**config.mk**
```make
export PLATFORM = sky130hd
export DESIGN_NAME = wb_arbiter_flat
export DESIGN_NICKNAME = d
export VERILOG_FILES = /design/src/rtl/rv_pkg.sv /design/src/rtl/wb_arbiter_if.sv /design/src/rtl/wb_fifo.sv /design/src/rtl/wb_arbiter.sv /design/src/flat_wrapper.sv
export SDC_FILE = /design/constraint.sdc
export NUM_CORES = 1
export LEC_CHECK = 0
export ABC_AREA = 1
export CAP_MARGIN = 25
export CORE_MARGIN = 5
export CORE_UTILIZATION = 49
export CTS_CLUSTER_SIZE = 12
export DETAILED_ROUTE_END_ITERATION = 10
export GPL_TIMING_DRIVEN = 0
export PLACE_DENSITY = 0.83
export REMOVE_ABC_BUFFERS = 1
export SYNTH_ARGS = -nofsm -noshare
export SYNTH_HDL_FRONTEND = slang
export SYNTH_SLANG_ARGS = --single-unit
```
**constraint.sdc**
```tcl
create_clock -name clk -period 4.3 [get_ports clk]
set_clock_uncertainty 0.05 [all_clocks]
set_input_delay 0.645 -clock clk [delete_from_list [all_inputs] [get_ports clk]]
set_output_delay 0.645 -clock clk [all_outputs]
set_load 0.05 [all_outputs]
```
**src/rtl/rv_pkg.sv**
```systemverilog
// Shared register-file writeback types.
//   REG_ADDR_W / XLEN : register address and data widths
//   wb_req_t          : one register write {rd, data}
//   REG_ZERO          : x0, writes to it are suppressed
package rv_pkg;

  localparam int unsigned REG_ADDR_W = 5;
  localparam int unsigned XLEN       = 32;

  typedef struct packed {
    logic [REG_ADDR_W-1:0] rd;
    logic [XLEN-1:0]       data;
  } wb_req_t;

  localparam logic [REG_ADDR_W-1:0] REG_ZERO = 5'd0;

endpackage

```
**src/rtl/wb_arbiter_if.sv**
```systemverilog
// Writeback arbiter bus: ALU result, LSU valid/ready result, register-file
// write port and status.
//   slave  : arbiter side (consumes ALU/LSU, drives write port)
//   master : pipeline / bench side
interface wb_arbiter_if #(
  parameter int unsigned DEPTH = 2
);
  import rv_pkg::*;

  localparam int unsigned CNT_W = $clog2(DEPTH) + 1;

  logic                  alu_valid;
  logic [REG_ADDR_W-1:0] alu_rd;
  logic [XLEN-1:0]       alu_data;
  logic                  lsu_valid;
  logic                  lsu_ready;
  logic [REG_ADDR_W-1:0] lsu_rd;
  logic [XLEN-1:0]       lsu_data;
  logic                  alu_stall;
  logic                  RegWrite;
  logic [REG_ADDR_W-1:0] Rd;
  logic [XLEN-1:0]       Write_data;
  logic [CNT_W-1:0]      fifo_count;

  modport slave (
    input  alu_valid, alu_rd, alu_data, lsu_valid, lsu_rd, lsu_data,
    output lsu_ready, alu_stall, RegWrite, Rd, Write_data, fifo_count
  );

  modport master (
    output alu_valid, alu_rd, alu_data, lsu_valid, lsu_rd, lsu_data,
    input  lsu_ready, alu_stall, RegWrite, Rd, Write_data, fifo_count
  );

endinterface

```
**src/rtl/wb_fifo.sv**
```systemverilog
// Synchronous FIFO of register writes for buffered LSU results.
//   clk, reset          : clock, synchronous active-high reset
//   push, push_data     : enqueue (caller must not push when full)
//   pop, pop_data       : dequeue; pop_data shows the head (caller must not pop when empty)
//   full, empty, count  : occupancy status
module wb_fifo
  import rv_pkg::*;
#(
  parameter int unsigned DEPTH = 2
) (
  input  logic                       clk,
  input  logic                       reset,
  input  logic                       push,
  input  wb_req_t                    push_data,
  input  logic                       pop,
  output wb_req_t                    pop_data,
  output logic                       full,
  output logic                       empty,
  output logic [$clog2(DEPTH):0]     count
);

  localparam int unsigned AW    = $clog2(DEPTH);
  localparam int unsigned CNT_W = AW + 1;

  wb_req_t          mem [DEPTH];
  logic [AW-1:0]    wr_ptr;
  logic [AW-1:0]    rd_ptr;
  logic [CNT_W-1:0] count_q;

  // Pointers wrap naturally since DEPTH is a power of two.
  always_ff @(posedge clk) begin
    if (reset) begin
      wr_ptr  <= '0;
      rd_ptr  <= '0;
      count_q <= '0;
    end else begin
      if (push) wr_ptr <= wr_ptr + AW'(1);
      if (pop)  rd_ptr <= rd_ptr + AW'(1);
      case ({push, pop})
        2'b10:   count_q <= count_q + CNT_W'(1);
        2'b01:   count_q <= count_q - CNT_W'(1);
        default: count_q <= count_q;
      endcase
    end
  end

  // Storage needs no reset; occupancy tracking makes stale entries unreachable.
  always_ff @(posedge clk) begin
    if (!reset && push) mem[wr_ptr] <= push_data;
  end

  assign pop_data = mem[rd_ptr];
  assign full     = (count_q == CNT_W'(DEPTH));
  assign empty    = (count_q == '0);
  assign count    = count_q;

endmodule

```
**src/rtl/wb_arbiter.sv**
```systemverilog
// Writeback arbiter for the single integer register-file write port.
// ALU results win with fixed priority; LSU results are buffered in wb_fifo
// and drained when the ALU is idle. A starvation counter raises alu_stall
// when the FIFO head has lost STARVE_LIMIT consecutive cycles.
//   clk, reset : clock, synchronous active-high reset
//   bus        : wb_arbiter_if.slave (ALU in, LSU valid/ready in, write port out)
// Optional: WB_ARBITER_BYPASS_EN lets an LSU result go straight to the output
// register when the FIFO is empty and the ALU is idle.
module wb_arbiter
  import rv_pkg::*;
#(
  parameter int unsigned DEPTH        = 2,
  parameter int unsigned STARVE_LIMIT = 4
) (
  input  logic         clk,
  input  logic         reset,
  wb_arbiter_if.slave  bus
);

  localparam int unsigned CNT_W = $clog2(DEPTH) + 1;
  localparam int unsigned STV_W = $clog2(STARVE_LIMIT) + 1;
  localparam logic [STV_W-1:0] STV_LAST = STV_W'(STARVE_LIMIT - 1);

  wb_req_t          alu_req;
  wb_req_t          lsu_req;
  wb_req_t          head;
  wb_req_t          win;
  logic             win_valid;
  logic             full;
  logic             empty;
  logic [CNT_W-1:0] fifo_count;
  logic             lsu_ready_c;
  logic             accept;
  logic             bypass;
  logic             push;
  logic             pop;
  logic             starve_inc;

  logic                  reg_write_q;
  logic [REG_ADDR_W-1:0] rd_q;
  logic [XLEN-1:0]       data_q;
  logic                  stall_q;
  logic [STV_W-1:0]      starve_cnt;

  // Ready depends only on registered occupancy, never on lsu_valid.
  assign lsu_ready_c = !reset && !full;

  // Accept, push/pop and winner selection.
  always_comb begin
    alu_req    = '{rd: bus.alu_rd, data: bus.alu_data};
    lsu_req    = '{rd: bus.lsu_rd, data: bus.lsu_data};
    accept     = bus.lsu_valid && lsu_ready_c;
`ifdef WB_ARBITER_BYPASS_EN
    bypass     = accept && empty && !bus.alu_valid && (bus.lsu_rd != REG_ZERO);
`else
    bypass     = 1'b0;
`endif
    push       = accept && (bus.lsu_rd != REG_ZERO) && !bypass;
    pop        = !bus.alu_valid && !empty;
    starve_inc = bus.alu_valid && !empty;
    win_valid  = 1'b0;
    win        = alu_req;
    if (bus.alu_valid) begin
      win_valid = 1'b1;
      win       = alu_req;
    end else if (!empty) begin
      win_valid = 1'b1;
      win       = head;
    end else if (bypass) begin
      win_valid = 1'b1;
      win       = lsu_req;
    end
  end

  wb_fifo #(
    .DEPTH (DEPTH)
  ) u_fifo (
    .clk       (clk),
    .reset     (reset),
    .push      (push),
    .push_data (lsu_req),
    .pop       (pop),
    .pop_data  (head),
    .full      (full),
    .empty     (empty),
    .count     (fifo_count)
  );

  // Registered write port; address/data hold when idle.
  always_ff @(posedge clk) begin
    if (reset) begin
      reg_write_q <= 1'b0;
      rd_q        <= '0;
      data_q      <= '0;
    end else begin
      reg_write_q <= win_valid && (win.rd != REG_ZERO);
      if (win_valid) begin
        rd_q   <= win.rd;
        data_q <= win.data;
      end
    end
  end

  // Starvation tracking; counter saturates, stall holds until the next pop.
  always_ff @(posedge clk) begin
    if (reset) begin
      starve_cnt <= '0;
      stall_q    <= 1'b0;
    end else begin
      if (pop || empty) begin
        starve_cnt <= '0;
      end else if (starve_inc && (starve_cnt != STV_LAST)) begin
        starve_cnt <= starve_cnt + STV_W'(1);
      end
      if (pop) begin
        stall_q <= 1'b0;
      end else if (starve_inc && (starve_cnt == STV_LAST)) begin
        stall_q <= 1'b1;
      end
    end
  end

  assign bus.lsu_ready  = lsu_ready_c;
  assign bus.alu_stall  = stall_q;
  assign bus.RegWrite   = reg_write_q;
  assign bus.Rd         = rd_q;
  assign bus.Write_data = data_q;
  assign bus.fifo_count = fifo_count;

endmodule

```
**src/flat_wrapper.sv**
```systemverilog
// flat-port wrapper written by rule: the top's interface ports become plain ports
module wb_arbiter_flat import rv_pkg::*;
#(
  parameter int unsigned DEPTH        = 2,
  parameter int unsigned STARVE_LIMIT = 4
)
  (clk, reset, bus_alu_valid, bus_alu_rd, bus_alu_data, bus_lsu_valid, bus_lsu_rd, bus_lsu_data, bus_lsu_ready, bus_alu_stall, bus_RegWrite, bus_Rd, bus_Write_data, bus_fifo_count);
  wb_arbiter_if #(.DEPTH(DEPTH)) bus_i ();
  input  logic clk;
  input  logic reset;
  input wire logic [$bits(bus_i.alu_valid)-1:0] bus_alu_valid;
  input wire logic [$bits(bus_i.alu_rd)-1:0] bus_alu_rd;
  input wire logic [$bits(bus_i.alu_data)-1:0] bus_alu_data;
  input wire logic [$bits(bus_i.lsu_valid)-1:0] bus_lsu_valid;
  input wire logic [$bits(bus_i.lsu_rd)-1:0] bus_lsu_rd;
  input wire logic [$bits(bus_i.lsu_data)-1:0] bus_lsu_data;
  output wire logic [$bits(bus_i.lsu_ready)-1:0] bus_lsu_ready;
  output wire logic [$bits(bus_i.alu_stall)-1:0] bus_alu_stall;
  output wire logic [$bits(bus_i.RegWrite)-1:0] bus_RegWrite;
  output wire logic [$bits(bus_i.Rd)-1:0] bus_Rd;
  output wire logic [$bits(bus_i.Write_data)-1:0] bus_Write_data;
  output wire logic [$bits(bus_i.fifo_count)-1:0] bus_fifo_count;
  assign bus_i.alu_valid = bus_alu_valid;
  assign bus_i.alu_rd = bus_alu_rd;
  assign bus_i.alu_data = bus_alu_data;
  assign bus_i.lsu_valid = bus_lsu_valid;
  assign bus_i.lsu_rd = bus_lsu_rd;
  assign bus_i.lsu_data = bus_lsu_data;
  assign bus_lsu_ready = bus_i.lsu_ready;
  assign bus_alu_stall = bus_i.alu_stall;
  assign bus_RegWrite = bus_i.RegWrite;
  assign bus_Rd = bus_i.Rd;
  assign bus_Write_data = bus_i.Write_data;
  assign bus_fifo_count = bus_i.fifo_count;
  wb_arbiter #(.DEPTH(DEPTH), .STARVE_LIMIT(STARVE_LIMIT)) u_core (.clk(clk), .reset(reset), .bus(bus_i));
endmodule
```
==> flow_summary.toml, run 1 <==
[critical_path]
cp.arrival_ns = 2.80
crit_path_start_kind = "input port"
slowest_stage = "clkdlybuf4s50_1"
crit_path_max_incr_delay_ns = 0.87
path_buf_inv = 2
crit_path_frequent_cell = "clkdlybuf4s50_1"
crit_type = "in2out"
r2r_cells = 6
cp.depth = 3
cp_max_fo = 17
crit_path_end_kind = "primary output"
worstPathCellList = "clkdlybuf4s50_1 -> a21oi_1 -> clkdlybuf4s50_1"
worst_ep_required_time_ns = 3.61
crit_family = "buffers and inverters"

[floorplan]
die-area_um2 = 11800
io_pins = 120
rows = 36
fp.dieW_um = 109
core_um2 = 9640
start_util_pct = 49.6
die_h_um = 109

[grt]
grt_max_degree = 39
track_usage_pct = 20.3
antenna_found_initial = 0
grt_pass1_vias = 3763
globalRoute.totalOverflow = 0
grt_pass1_wl_um = 18300

[placed_design]
dp_slack_ns = 0.764
place_area_um2 = 6050
dp_hpwl_um = 7430
io_buffers = 119
place_congestion = 0.749
dp_cells = 676

[route]
routed_wl_um = 11600
drtPass1Iterations = 4
wl_per_cell_um = 16.3
drtIter0Drc = 179
viasPerCell = 5.06
ant_nets = 0
drc = 0
vias = 3586

[synthesis]
ys_seq_area_share_pct = 66.1
yosys_warnings = 0
synth_area_per_cell_um2 = 10.8
synth_edf_count = 74
synth_common_cells = "117 x nand2_1, 74 x edfxtp_1, 47 x dfxtp_1, 28 x inv_1"
synth_seq_cells = 121
synth_cell_types = 32
yosysMostFrequentCell = "nand2_1"
synth_area_um2 = 4780
synth-async-reset-ratio_pct = 0
synth_area_leaders = "edfxtp_1 46%, dfxtp_1 20%, nand2_1 9.2%, o211ai_1 2.8%, nand3_1 2.7%"
synth_flop_cell = "edfxtp_1"
synthesis.instances = 444
synthDominantCellAreaShare_pct = 46.4
yosys.area.top_type = "edfxtp_1"

[hold_path]
whs_path_depth = 1
hold_class = "reg2reg"

[run_status]
outcome = "complete, no violations"

[cells_and_area]
nets = 643
stdcell_count = 708
regArea_um2 = 3160
antenna_cells = 0
design_area_um2 = 6650
layout-drive-gt1-share_pct = 10.4
fillers = 756
area_delta_synth_final_pct = 38.9
multi_input_area_um2 = 1340

[sta]
slew_headroom_pct = 32.2
fin_ws_ns = 0.805
fmax_mhz = 286
fin_crit_sh_pct = 81.3
setup_viol = 0
rsz0062_at_grt = "no"
worst_slew_pin_slew_ns = 1.02
hold_viol_final = 0
period_needed_ns = 3.50
maxSlewViolCount = 0
hold-worst-slack_ns = 0.400
fin_tns_setup_ns = 0

[clocking]
clock_path_buffers = 2
insertion_delay_ns = 0.50
postCtsSetupBuffers = 0
cts_root_buffer = "clkbuf_8"
cts-htree-levels = 4
hold_buffers = 0
path_clk_slew_ns = 0.06
cts_resized = 0
cts_tree = "yes"
clock_sinks = 121
cts-buffers-inserted = 17

[power]
powerDensity_nw_per_um2 = 518
irDropWorstVdd_mv = 0.320
leakagePower_nw = 2.55

[flow_run]
max-cap-violations = 0
path summary, 6_finish.rpt:
| check | startpoint | endpoint | slack, ns |
|---|---|---|---|
| setup / recovery | reset | bus_lsu_ready | 0.80 |
| hold reg to reg | u_core.u_fifo.rd_ptr$_SDFFE_PP0P_ | flip-flop | 0.40 |
| hold / removal | u_core.u_fifo.rd_ptr$_SDFFE_PP0P_ | flip-flop | 0.40 |
| setup reg to reg | u_core.u_fifo.count[0]$_SDFFE_PP0P_ | u_core.u_fifo.mem[1][35]$_DFFE_PP_ | 2.13 |
cells by family (layout without fill, tap and decap cells):
family,Yosys count,in the layout,synth area share (%)
and+or+nand+nor,183,183,17.1
DFF,121,121,66.1
AOI/OAI and AO/OA,80,80,9.73
buffers and inverters,55,186,5.96
adders and majority gates,3,3,0.785
xor gates and xnor gates,2,2,0.366
placed cells by master (no fill, tap or decap), drive strengths merged, types with 18 or more instances in the layout:
cell	n
edfxtp	74
o21ai	31
clkbuf	18
inv	34
nand2	119
nand3	26
o211ai	18
clkdlybuf4s50	119
or2	19
dfxtp	47
routing by layer:
layer	wire, µm	up-vias	track usage [%]
met5	0	-	0
met4	72	0	5.68
met3	780	6	5.51
met2	6150	132	38.1
met1	4550	1695	22.5
li1	-	1753	-
sequential cells by signal (all words and copies together) (netlist names), named ones only:
register,flops
u_core.u_fifo.mem,74
u_core.bus.Write_data,32
u_core.bus.Rd,5
u_core.starve_cnt,3
u_core.u_fifo.count,2
u_core.bus.RegWrite,1
u_core.bus.alu_stall,1
u_core.u_fifo.rd_ptr,1
u_core.u_fifo.wr_ptr,1
layout make-up:
class	instances	share of cell area, %
sequential	121	47.6
multi-input combinational	268	20.2
timing repair buffer	122	19.0
clock buffer	18	6.29
clock inverter	14	2.62
tap	133	2.50
inverter	32	1.81
report_power, final:
| group | switching, mW | leakage, nW | internal [mW] |
|---|---|---|---|
| logic | 0.428 | 1.20 | 0.243 |
| registers | 0.0477 | 1.07 | 1.32 |
| clock network | 0.512 | 0.279 | 0.886 |
through the flow:
| step | total power, mW | util (%) |
|---|---|---|
| 3_3_place_gp | 2.03 | 62.0 |
| 6_report | 3.44 | 69.0 |
| 4_1_cts | 3.46 | 69.0 |
| 5_1_grt | 3.57 | 69.0 |
| 2_1_floorplan | 1.78 | - |
| 3_5_place_dp | 2.07 | 62.8 |
Note: power is estimated with default switching activity, not from simulation.
==> run 2, diff against run 1 <==
==> constraint.sdc (replaced) <==
create_clock -name clk -period 3.5 [get_ports clk]
set_clock_uncertainty 0.05 [all_clocks]
set_input_delay 0.525 -clock clk [delete_from_list [all_inputs] [get_ports clk]]
set_output_delay 0.525 -clock clk [all_outputs]
set_load 0.05 [all_outputs]
==> results of run 2 <==
The final DEF is identical to that of run 1. Status: complete, no violations.
Among the figures that moved: setup slack after placement 0.764 ns -> 0.174 ns; setup slack after layout 0.805 ns -> 0.245 ns; register-to-register setup slack 2.13 ns -> 1.33 ns; total power 3.44 mW -> 4.23 mW; worst IR drop on VDD 0.320 mV -> 0.393 mV
==> run 3, diff against run 2 <==
--- a/config.mk
+++ b/config.mk
@@ -11,7 +11,8 @@
 export CORE_UTILIZATION = 49
 export CTS_CLUSTER_SIZE = 12
 export DETAILED_ROUTE_END_ITERATION = 10
-export GPL_TIMING_DRIVEN = 0
+export GPL_TIMING_DRIVEN = 1
+export HOLD_SLACK_MARGIN = 0.02
 export PLACE_DENSITY = 0.83
 export REMOVE_ABC_BUFFERS = 1
 export SYNTH_ARGS = -nofsm -noshare
==> run 3 against run 2 <==
Against the previous run:
- register-to-register slack lost 0.07 ns
- die area is the same
- largest cell class unchanged
- non-clock buffer count grew 3
- via count grew 2.9%
- utilization shrank 0.70 points
- critical path type is now reg2out
==> flow_summary.toml, run 3 (synthesized netlist as in run 1, its figures left out) <==
[critical_path]
cp.arrival_ns = 1.82
crit_path_max_incr_delay_ns = 0.86
r2r_cells = 7
cp_max_fo = 6
worstPathCellList = "clkdlybuf4s50_1"
crit_path_start_kind = "flip-flop"
crit_path_end_kind = "primary output"
worst_ep_required_time_ns = 2.92
r2r-end = "u_core.u_fifo.mem[0][9]$_DFFE_PP_"
crit_type = "reg2out"
slowest_stage = "clkdlybuf4s50_1"
r2r_start = "u_core.u_fifo.count[0]$_SDFFE_PP0P_"
crit_family = "buffers and inverters"
path_buf_inv = 1
r2r_slack_ns = 1.26

[sta]
rsz0062_at_grt = "no"
hold_viol_final = 0
slew_headroom_pct = 44.7
hold-worst-slack_ns = 0.417
fmax_mhz = 418
fin_ws_ns = 1.11
period_needed_ns = 2.39
setup_viol = 0
maxSlewViolCount = 0
fin_tns_setup_ns = 0
worst_slew_pin_slew_ns = 0.829
fin_crit_sh_pct = 68.4

[route]
wl_met3_um = 795
routed.top_layer = "met4"
vias = 3689
met1_length_um = 4660
drc = 0
met2_length_um = 6140
ant_nets = 0
drtPass1Iterations = 5
wl_per_cell_um = 16.6
viasPerCell = 5.19
drtIter0Drc = 273
routed_wl_um = 11800

[clocking]
clock_sinks = 121
cts_tree = "yes"
insertion_delay_ns = 0.50
cts_resized = 0
path_clk_slew_ns = 0.05
clock_path_buffers = 2
hold_buffers = 0
cts-htree-levels = 4
cts-buffers-inserted = 17
cts_root_buffer = "clkbuf_8"
postCtsSetupBuffers = 0

[cells_and_area]
final_cell_mix = "118 x clkdlybuf4s50_1, 117 x nand2_1, 74 x edfxtp_1"
layout_commonest_cell = "clkdlybuf4s50_1"
regArea_um2 = 3160
largest_register_ff_count = 74
final_core_util_pct = 68.3
antenna_cells = 0
largest_register = "u_core.u_fifo.mem"
nets = 646
multi_input_area_um2 = 1340
area_delta_synth_final_pct = 37.5
layout-drive-gt1-share_pct = 10.7
fillers = 744

[power]
irDropWorstVdd_mv = 0.371
p_sw_share_pct = 29.0
powerDensity_nw_per_um2 = 625
power.total_mw = 4.11
p_sw_mw = 1.19
power_frac_comb_pct = 20.0
leakagePower_nw = 2.53
p_int_mw = 2.92
power.share.clock_pct = 39.1
power_frac_seq_pct = 40.9

[floorplan]
core_um2 = 9640
fp.dieW_um = 109
die-area_um2 = 11800
rows = 36
die_h_um = 109
io_pins = 120
start_util_pct = 49.6

[flow_run]
max-cap-violations = 0

[grt]
grt_max_degree = 39
grt_pass1_wl_um = 17900
grt_pass1_vias = 3751
track_usage_pct = 20.1
antenna_found_initial = 0
globalRoute.totalOverflow = 0

[hold_path]
hold_end = "u_core.starve_cnt[1]$_SDFFE_PP0P_"
whs_path_depth = 2
hold_class = "reg2reg"
holdCritStartpoint = "u_core.starve_cnt[1]$_SDFFE_PP0P_"

[placed_design]
dp_hpwl_um = 7670
dp_slack_ns = 0.804
place_congestion = 0.805
io_buffers = 119

[run_status]
outcome = "complete, no violations"
run 3: per-layer routing:
layer  vias up  track usage, %
met3        19            6.10
met1      1758            22.7
li1       1757               -
met4         0            6.76
met5         -               0
met2       155            36.1
run 3: worst max path at each step:
stage / startpoint / end / slack [ns] / depth (start not counted)
2_1_floorplan: u_core.u_fifo.count[0]$_SDFFE_PP0P_ / u_core.u_fifo.mem[0][0]$_DFFE_PP_ / -0.55 / 6
3_3_place_gp: bus_lsu_rd[4] / u_core.u_fifo.mem[0][17]$_DFFE_PP_ / 0.93 / 7
3_5_place_dp: reset / u_core.u_fifo.mem[0][17]$_DFFE_PP_ / 0.80 / 7
4_1_cts: u_core.u_fifo.count[0]$_SDFFE_PP0P_ / bus_fifo_count[0] / 1.08 / 1
5_1_grt: u_core.u_fifo.count[0]$_SDFFE_PP0P_ / bus_fifo_count[0] / 1.02 / 1
6_report: u_core.u_fifo.count[0]$_SDFFE_PP0P_ / bus_fifo_count[0] / 1.11 / 1
run 3: layout make-up:
type	instances	share of cell area, %
Clock inverter	13	1.98
Timing Repair Buffer	125	18.8
Multi-Input combinational cell	268	20.4
Clock buffer	19	6.41
Tap cell	133	2.53
Sequential cell	121	48.1
Inverter	32	1.83
run 3: power groups by stage:
stage / registers (mW) / logic, mW / clock network [mW]
after floorplan: 1.93 / 0.261 / 0
after global placement: 1.70 / 0.802 / 0
after detailed placement: 1.71 / 0.821 / 0
after CTS: 1.68 / 0.827 / 1.62
after global routing: 1.69 / 0.878 / 1.68
final: 1.68 / 0.824 / 1.61
run 3: metrics by stage:
stage               cells  area (µm²)
floorplan             421        4620
global placement      679        6030
detailed placement    679        6030
CTS                   711        6580
global route          711        6580
finish                711        6580
